File: src/rtl/arbiter_pkg.sv
// rtl/arbiter_pkg.sv - shared order codes and grant encodings for the two-source arbiter
//
// Purpose : order-code and one-hot grant constants used by arbiter_select and
//           arbiter_sel_unit.
// Ports   : none (package).
package arbiter_pkg;

   // Arbitration order codes
   localparam logic [2:0] ORD_FIX0 = 3'b000;
   localparam logic [2:0] ORD_FIX3 = 3'b001;
   localparam logic [2:0] ORD_PRI0 = 3'b010;
   localparam logic [2:0] ORD_PRI3 = 3'b011;
   localparam logic [2:0] ORD_RR   = 3'b100;
   localparam logic [2:0] ORD_HOLD = 3'b101;
   localparam logic [2:0] ORD_CLR  = 3'b110;
   localparam logic [2:0] ORD_RSVD = 3'b111;

   // One-hot grants: bit 0 = reg_0, bit 1 = reg_3
   localparam logic [1:0] GNT_NONE = 2'b00;
   localparam logic [1:0] GNT_R0   = 2'b01;
   localparam logic [1:0] GNT_R3   = 2'b10;

endpackage

File: src/rtl/arbiter_select.sv
// rtl/arbiter_select.sv - combinational source selection for the two-source arbiter
//
// Purpose : decodes the order code into the next output data, next grant, a
//           hold request and a round-robin toggle request.
// Ports   :
//   i_order     [2:0]       arbitration order code
//   i_reg_0     [WIDTH-1:0] source 0 data
//   i_reg_3     [WIDTH-1:0] source 3 data
//   i_rr_ptr                current round-robin pointer (0 = reg_0, 1 = reg_3)
//   o_data      [WIDTH-1:0] next output data (ignored when o_hold is set)
//   o_grant     [1:0]       next one-hot grant
//   o_hold                  keep the previous output data
//   o_rr_toggle             flip the round-robin pointer
module arbiter_select
   import arbiter_pkg::*;
#(
   parameter int WIDTH = 8
) (
   input  logic [2:0]       i_order,
   input  logic [WIDTH-1:0] i_reg_0,
   input  logic [WIDTH-1:0] i_reg_3,
   input  logic             i_rr_ptr,
   output logic [WIDTH-1:0] o_data,
   output logic [1:0]       o_grant,
   output logic             o_hold,
   output logic             o_rr_toggle
);

   logic w_r0_nz;
   logic w_r3_nz;

   assign w_r0_nz = |i_reg_0;
   assign w_r3_nz = |i_reg_3;

   always_comb begin
      // Defaults double as the clear / reserved behaviour: zero data, no grant.
      o_data      = '0;
      o_grant     = GNT_NONE;
      o_hold      = 1'b0;
      o_rr_toggle = 1'b0;
      case (i_order)
         ORD_FIX0: begin
            o_data  = i_reg_0;
            o_grant = GNT_R0;
         end
         ORD_FIX3: begin
            o_data  = i_reg_3;
            o_grant = GNT_R3;
         end
         ORD_PRI0: begin
            // Falls back to reg_3 only when reg_0 is zero and reg_3 is not;
            // both zero still grants the preferred source.
            if (w_r0_nz || !w_r3_nz) begin
               o_data  = i_reg_0;
               o_grant = GNT_R0;
            end else begin
               o_data  = i_reg_3;
               o_grant = GNT_R3;
            end
         end
         ORD_PRI3: begin
            if (w_r3_nz || !w_r0_nz) begin
               o_data  = i_reg_3;
               o_grant = GNT_R3;
            end else begin
               o_data  = i_reg_0;
               o_grant = GNT_R0;
            end
         end
         ORD_RR: begin
            o_rr_toggle = 1'b1;
            if (i_rr_ptr) begin
               o_data  = i_reg_3;
               o_grant = GNT_R3;
            end else begin
               o_data  = i_reg_0;
               o_grant = GNT_R0;
            end
         end
         ORD_HOLD: begin
            o_hold = 1'b1;
         end
         ORD_CLR, ORD_RSVD: begin
            o_data  = '0;
            o_grant = GNT_NONE;
         end
      endcase
   end

endmodule

File: src/rtl/arbiter_sel_unit.sv
// rtl/arbiter_sel_unit.sv - registered two-source bus arbiter between register file and internal bus
//
// Purpose : each enabled cycle selects reg_0 or reg_3 according to the order
//           code and registers the chosen data plus a one-hot grant.
// Ports   :
//   clk                       rising-edge clock
//   rst                       asynchronous active-high reset
//   reg_0         [WIDTH-1:0] source 0 data
//   reg_3         [WIDTH-1:0] source 3 data
//   arbiter_order [2:0]       arbitration order code
//   arbiter_sel               arbitration enable
//   arbiter_out   [WIDTH-1:0] registered selected data
//   arbiter_grant [1:0]       registered one-hot grant (01 reg_0, 10 reg_3, 00 none)
module arbiter_sel_unit
   import arbiter_pkg::*;
#(
   parameter int WIDTH = 8
) (
   input  logic             clk,
   input  logic             rst,
   input  logic [WIDTH-1:0] reg_0,
   input  logic [WIDTH-1:0] reg_3,
   input  logic [2:0]       arbiter_order,
   input  logic             arbiter_sel,
   output logic [WIDTH-1:0] arbiter_out,
   output logic [1:0]       arbiter_grant
);

   logic [WIDTH-1:0] r_out;
   logic [1:0]       r_grant;
   logic             r_rr_ptr;

   logic [WIDTH-1:0] w_data;
   logic [1:0]       w_grant;
   logic             w_hold;
   logic             w_rr_toggle;

   arbiter_select #(
      .WIDTH(WIDTH)
   ) u_select (
      .i_order     (arbiter_order),
      .i_reg_0     (reg_0),
      .i_reg_3     (reg_3),
      .i_rr_ptr    (r_rr_ptr),
      .o_data      (w_data),
      .o_grant     (w_grant),
      .o_hold      (w_hold),
      .o_rr_toggle (w_rr_toggle)
   );

   always_ff @(posedge clk or posedge rst) begin
      if (rst) begin
         r_out    <= '0;
         r_grant  <= GNT_NONE;
         r_rr_ptr <= 1'b0;
      end else if (!arbiter_sel) begin
         // Disabled: data and pointer freeze, grant drops.
         r_grant <= GNT_NONE;
      end else begin
         if (!w_hold) begin
            r_out <= w_data;
         end
         r_grant <= w_grant;
         if (w_rr_toggle) begin
            r_rr_ptr <= ~r_rr_ptr;
         end
      end
   end

   assign arbiter_out   = r_out;
   assign arbiter_grant = r_grant;

endmodule

File: config.mk
export PLATFORM = sky130hd
export DESIGN_NAME = arbiter_sel_unit
export DESIGN_NICKNAME = d
export VERILOG_FILES = /design/src/rtl/arbiter_pkg.sv /design/src/rtl/arbiter_select.sv /design/src/rtl/arbiter_sel_unit.sv
export SDC_FILE = /design/constraint.sdc
export NUM_CORES = 1
export LEC_CHECK = 0
export ABC_AREA = 1
export CORE_UTILIZATION = 44
export CTS_BUF_LIST = sky130_fd_sc_hd__clkbuf_4 sky130_fd_sc_hd__clkbuf_8 sky130_fd_sc_hd__clkbuf_16
export DETAILED_ROUTE_END_ITERATION = 8
export GPL_ROUTABILITY_DRIVEN = 0
export PLACE_DENSITY = 0.83
export SLEW_MARGIN = 15
export SYNTH_ARGS = -nofsm -noshare
export SYNTH_HDL_FRONTEND = slang
export SYNTH_SLANG_ARGS = --single-unit
File: constraint.sdc
create_clock -name clk -period 3.41 [get_ports clk]
set_clock_uncertainty 0.1 [all_clocks]
set_input_delay 0.682 -clock clk [delete_from_list [all_inputs] [get_ports clk]]
set_output_delay 0.682 -clock clk [all_outputs]
set_load 0.005 [all_outputs]
Word-level counts from Yosys, hierarchy flattened. Cells that the tools add are included.

Register bits after elaboration: 11. Input port bits: 22. Output and inout bits: 10. Word-level logic and storage cells: 30.

Equal/unequal tests: 5. Mux-type cells: 11. Bitwise gates (word level): 2. Reduce and logical (&&, ||, !) cells: 9.

Operator list (count): case mux 8 bit (5 select lines) (1); two-way mux 8 bit (3); OR reduction 8 bit (2); case mux 2 bit (5 select lines) (1); two-way mux 2 bit (4); == test 3 x 2 -> 1 bit (second input constant) (2); == test 3 bit (second input constant) (2); AND reduction 2 bit (2); == test 3 x 1 -> 1 bit (second input constant) (1); logical NOT 3 bit (1); logical NOT 1 bit (2); logical OR 1 bit (2); two-way mux 1 bit (2); NOT 1 bit (2).

Depth between registers and ports, before layout.
Depth after elaboration: 6. Gate-level depth with buffers: 9. Mapped depth without buffers: 9.

By module. From an unflattened synthesis, not the netlist that was laid out.

Cell total of the unflattened synthesis: 120. Area, all modules: 780.7 sq um.

By module, submodules not included: arbiter_sel_unit (times used 1, cells an instance 48, area an instance 429.2 sq um, seq. area each 275.3 sq um); arbiter_select (times used 1, cells an instance 72, area an instance 351.6 sq um, seq. area each 0.0 sq um).

Worst setup path before layout. Ideal clock, no wire load.

Path kind: input to register. From: input port reg_0[7]. To: register r_out[0] (netlist: arbiter_out[0]). Setup time: 0.124 ns. Arrival: 1.351 ns. Required time: 3.186 ns. Path slack: 1.835 ns. Stages: 8. Cell sequence: nor2_1 nand2_1 nor2_2 nand2_1 nand2_2 nand3_4 nand3_1 nand3_1.

Cells in the longest elaborated chain, start to end: 5.

RTL lines: start: declaration (line arbiter_sel_unit.sv:21) `input logic [WIDTH-1:0] reg_0,`; OR reduction 8 bit (*) (line arbiter_select.sv:32) `assign w_r0_nz = |i_reg_0;`; logical NOT 1 bit (line arbiter_select.sv:62) `if (w_r3_nz || !w_r0_nz) begin`; logical OR 1 bit (line arbiter_select.sv:62); two-way mux 8 bit (line arbiter_select.sv:62); case mux 8 bit (5 select lines) (*) (line arbiter_select.sv:41) `case (i_order)`; end signal: assignment (line arbiter_sel_unit.sv:61) `r_out <= w_data;`; end: declaration (line arbiter_sel_unit.sv:29) `logic [WIDTH-1:0] r_out;`.

Every way passes the cells marked *; elsewhere a longest branch is shown, timed or not. A chain may end at the register's enable or synchronous reset.

Worst setup path in the final report.
From: input port arbiter_sel. To: register r_out[1] (netlist: arbiter_out[1]).

Cells in the longest elaborated chain, start to end: 1.

RTL lines: start: declaration (line arbiter_sel_unit.sv:24) `input logic arbiter_sel,`; AND reduction 2 bit (no source line).

Every way passes these cells.

==> flow_summary_export.csv <==
group,metric,value,unit
run_status,status,"finished, final reports clean",
placement,post-dp-hpwl,1540,µm
yosys,yosysSeqAreaShare,0.370,
routing,drt_iter0_markers,32,
clocking,cts_buffers,3,
sta,hold_violations,0,
power,ir_worst_vdd,0.000169,V
global_routing,grt.total_usage,0.219,
routing,wl_per_cell,12.4,µm
sta,maxSlewViolCount,0,
die,pin_count,32,
power,swShare,0.286,
yosys,synth_compound_area_frac,0.0303,
sta,maxSlewHeadroom,0.590,
die,rows,14,
yosys,yosys.area_share.simple,0.494,
finish,layout-drive-gt1-share,0.123,
clocking,htree_levels,1,
yosys,synthCells,105,
critical_path,setup.worst_path.start_class,"primary input",
clocking,clock_latency,0.25,ns
power,p_leak,0.519,nW
sta,finalCriticalPeriod,2.03,ns
sta,fmax,492,MHz
global_routing,grt_pass1_vias,739,
global_routing,antenna_found_initial,0,
critical_path,cpMostUsedCell,"nand2_1",
global_routing,overflow,0,
critical_path,end_kind,"flip-flop",
finish,nNetsFinal,161,
job,maxCapViolations,0,
clocking,clock_path_buffers,2,
yosys,syn_nets,127,
clocking,postCtsSetupBuffers,0,
clocking,cts.sinks,11,
sta,min_period_over_period,0.596,
sta,setup_tns,0,ns
worst_hold_path,min_path_type,"flip-flop to flip-flop",
critical_path,criticalPathCategory,"primary input to flip-flop",
critical_path,cp.arrival,2.07,ns
finish,syn2layout_area_growth,47.1,%
critical_path,crit_path_cell_trace,"clkdlybuf4s50_1 > nand2_1 > nand2_1 > nand3_1",
global_routing,grt_pass1_wl,3070,µm
yosys,synthDistinctLibCells,15,
power,cellInternalPower,0.000281,W
clocking,ctsHoldBuffers,0,
global_routing,grt_max_degree,19,
critical_path,cp.required,3.45,ns
sta,rsz0062_at_grt,"no",
yosys,synth_area_per_cell,7.09,µm²
power,switching_power,0.000113,W
die,initial_core_util,0.483,
yosys,synth_top_family_by_area,"simple AND/OR/NAND/NOR gates",
sta,layout_setup_ws,1.38,ns
routing,antenna_left,0,
finish,antennaDiodeCount,0,
clocking,cts_tree,"done",
power,clkPwrFrac,0.239,
routing,num_vias,801,
routing,vias_per_cell,5.20,
yosys,ys_ff_latch,11,
yosys,synth_fa_ha_area_frac,0,
clocking,cts_resized,0,
die,fp.coreArea,1540,µm²
sta,tightest_slew,0.613,ns
clocking,ctsRootBufferMaster,"clkbuf_4",
critical_path,worst_path_largest_cell_delay,0.86,ns
routing,drc_errors,0,
die,die_area,1860,µm²
placement,io_buffers,31,
clocking,path_clk_slew,0.07,ns
sta,finalSetupViolCount,0,
power,power.density,360,nW/µm²
die,die_x,43.1,µm
yosys,synth-xor-area-share,0.0118,
yosys,ys_warn_count,0,
die,die_h,43.1,µm
routing,wl,1910,µm
yosys,syn-cell-area,744,µm²
power,seqPwrFrac,0.427,
yosys,synthMuxAreaShare,0,
critical_path,worst_path_max_delay_cell,"clkdlybuf4s50_1",
routing,dr.pass1.iters,4,
critical_path,worstPathMaxFanout,18,
placement,place_ws,1.14,ns
power,combPwrFrac,0.334,
## path summary, 6_finish.rpt
| check | startpoint | endpoint | slack (ns) | cells after the start |
|---|---|---|---|---|
| setup / recovery | arbiter_sel | arbiter_out[1] | 1.38 | 4 |
| hold / removal | r_rr_ptr | r_rr_ptr | 0.37 | 1 |
| setup reg to reg | r_rr_ptr | arbiter_out[1] | 2.14 | 5 |
| hold reg to reg | r_rr_ptr | r_rr_ptr | 0.37 | 1 |
| max in group asynchronous | rst | arbiter_grant[1] | 2.31 | 2 |
| min in group asynchronous | rst | arbiter_out[0] | 0.60 | 2 |
## cell usage in the layout (no fill, tap or decap)
cell type,count
clkdlybuf4s50_1,31
nand3_1,24
nand2_1,23
inv_1,15
nor2_1,12
dfrtp_1,11
nand3_2,4
clkbuf_4,4
nor2_2,3
nand2_2,2
o21ai_1,2
nand3_4,2
a31oi_1,2
nor3_2,1
inv_2,1
xor2_1,1
## logic make-up after synthesis
group | Yosys count
DFF | 11
AOI/OAI and AO/OA | 4
and+or+nand+nor | 71
buffers and inverters | 18
xor gates and xnor gates | 1
## per-layer routing
| layer | GRT usage | up-vias | wire length [µm] |
|---|---|---|---|
| met5 | 0 | - | 0 |
| li1 | - | 404 | - |
| met4 | 0.0909 | 0 | 22 |
| met3 | 0.0213 | 4 | 98 |
| met1 | 0.261 | 367 | 818 |
| met2 | 0.394 | 26 | 968 |
## sequential cells by signal (all words and copies together), names as in the netlist
name	cells
r_rr_ptr	1
arbiter_grant	2
arbiter_out	8
## cells in the mapped netlist
cell type	count	area, µm²
o21ai_1	2	10.0
nand3_1	24	120
a31oi_1	2	12.5
nand2_1	23	86.3
nand3_2	4	40.0
dfrtp_1	11	275
nand2_2	2	12.5
xor2_1	1	8.76
buf_2	2	10.0
nor3_2	1	10.0
nor2_2	3	18.8
inv_2	1	3.75
inv_1	15	56.3
nand3_4	2	35.0
nor2_1	12	45.0
## through the flow
step,power (W),instance area [µm²],util,hold WS [ns],cells
2_1_floorplan,0.000225,744,-,0.342,105
3_3_place_gp,0.000299,1060,0.691,0.361,150
3_5_place_dp,0.000302,1060,0.691,0.360,150
4_1_cts,0.000398,1090,0.710,0.375,154
5_1_grt,0.000416,1090,0.710,0.404,154
6_report,0.000394,1090,0.710,0.374,154
## final cells by class
cell class	count	area, µm²
sequential	11	275
multi-input combinational	76	399
fill	141	447
timing repair buffer	31	310
clock buffer	4	30.0
inverter	16	60.1
tap	16	20.0
## critical path, delay by kind of cell
| family | cells | cell delay (ns) |
|---|---|---|
| buffers and inverters | 1 | 0.86 |
| and+or+nand+nor | 3 | 0.53 |
## power by group through the flow
stage | Sequential (W) | Clock (W) | Combinational, W
after CTS | 0.000168 | 0.0000970 | 0.000133
after floorplan | 0.000170 | 0 | 0.0000547
after detailed placement | 0.000170 | 0 | 0.000132
after global placement | 0.000170 | 0 | 0.000129
final | 0.000168 | 0.0000942 | 0.000132
after global routing | 0.000171 | 0.000102 | 0.000143
No activity file was read; power rests on OpenSTA's default activity.
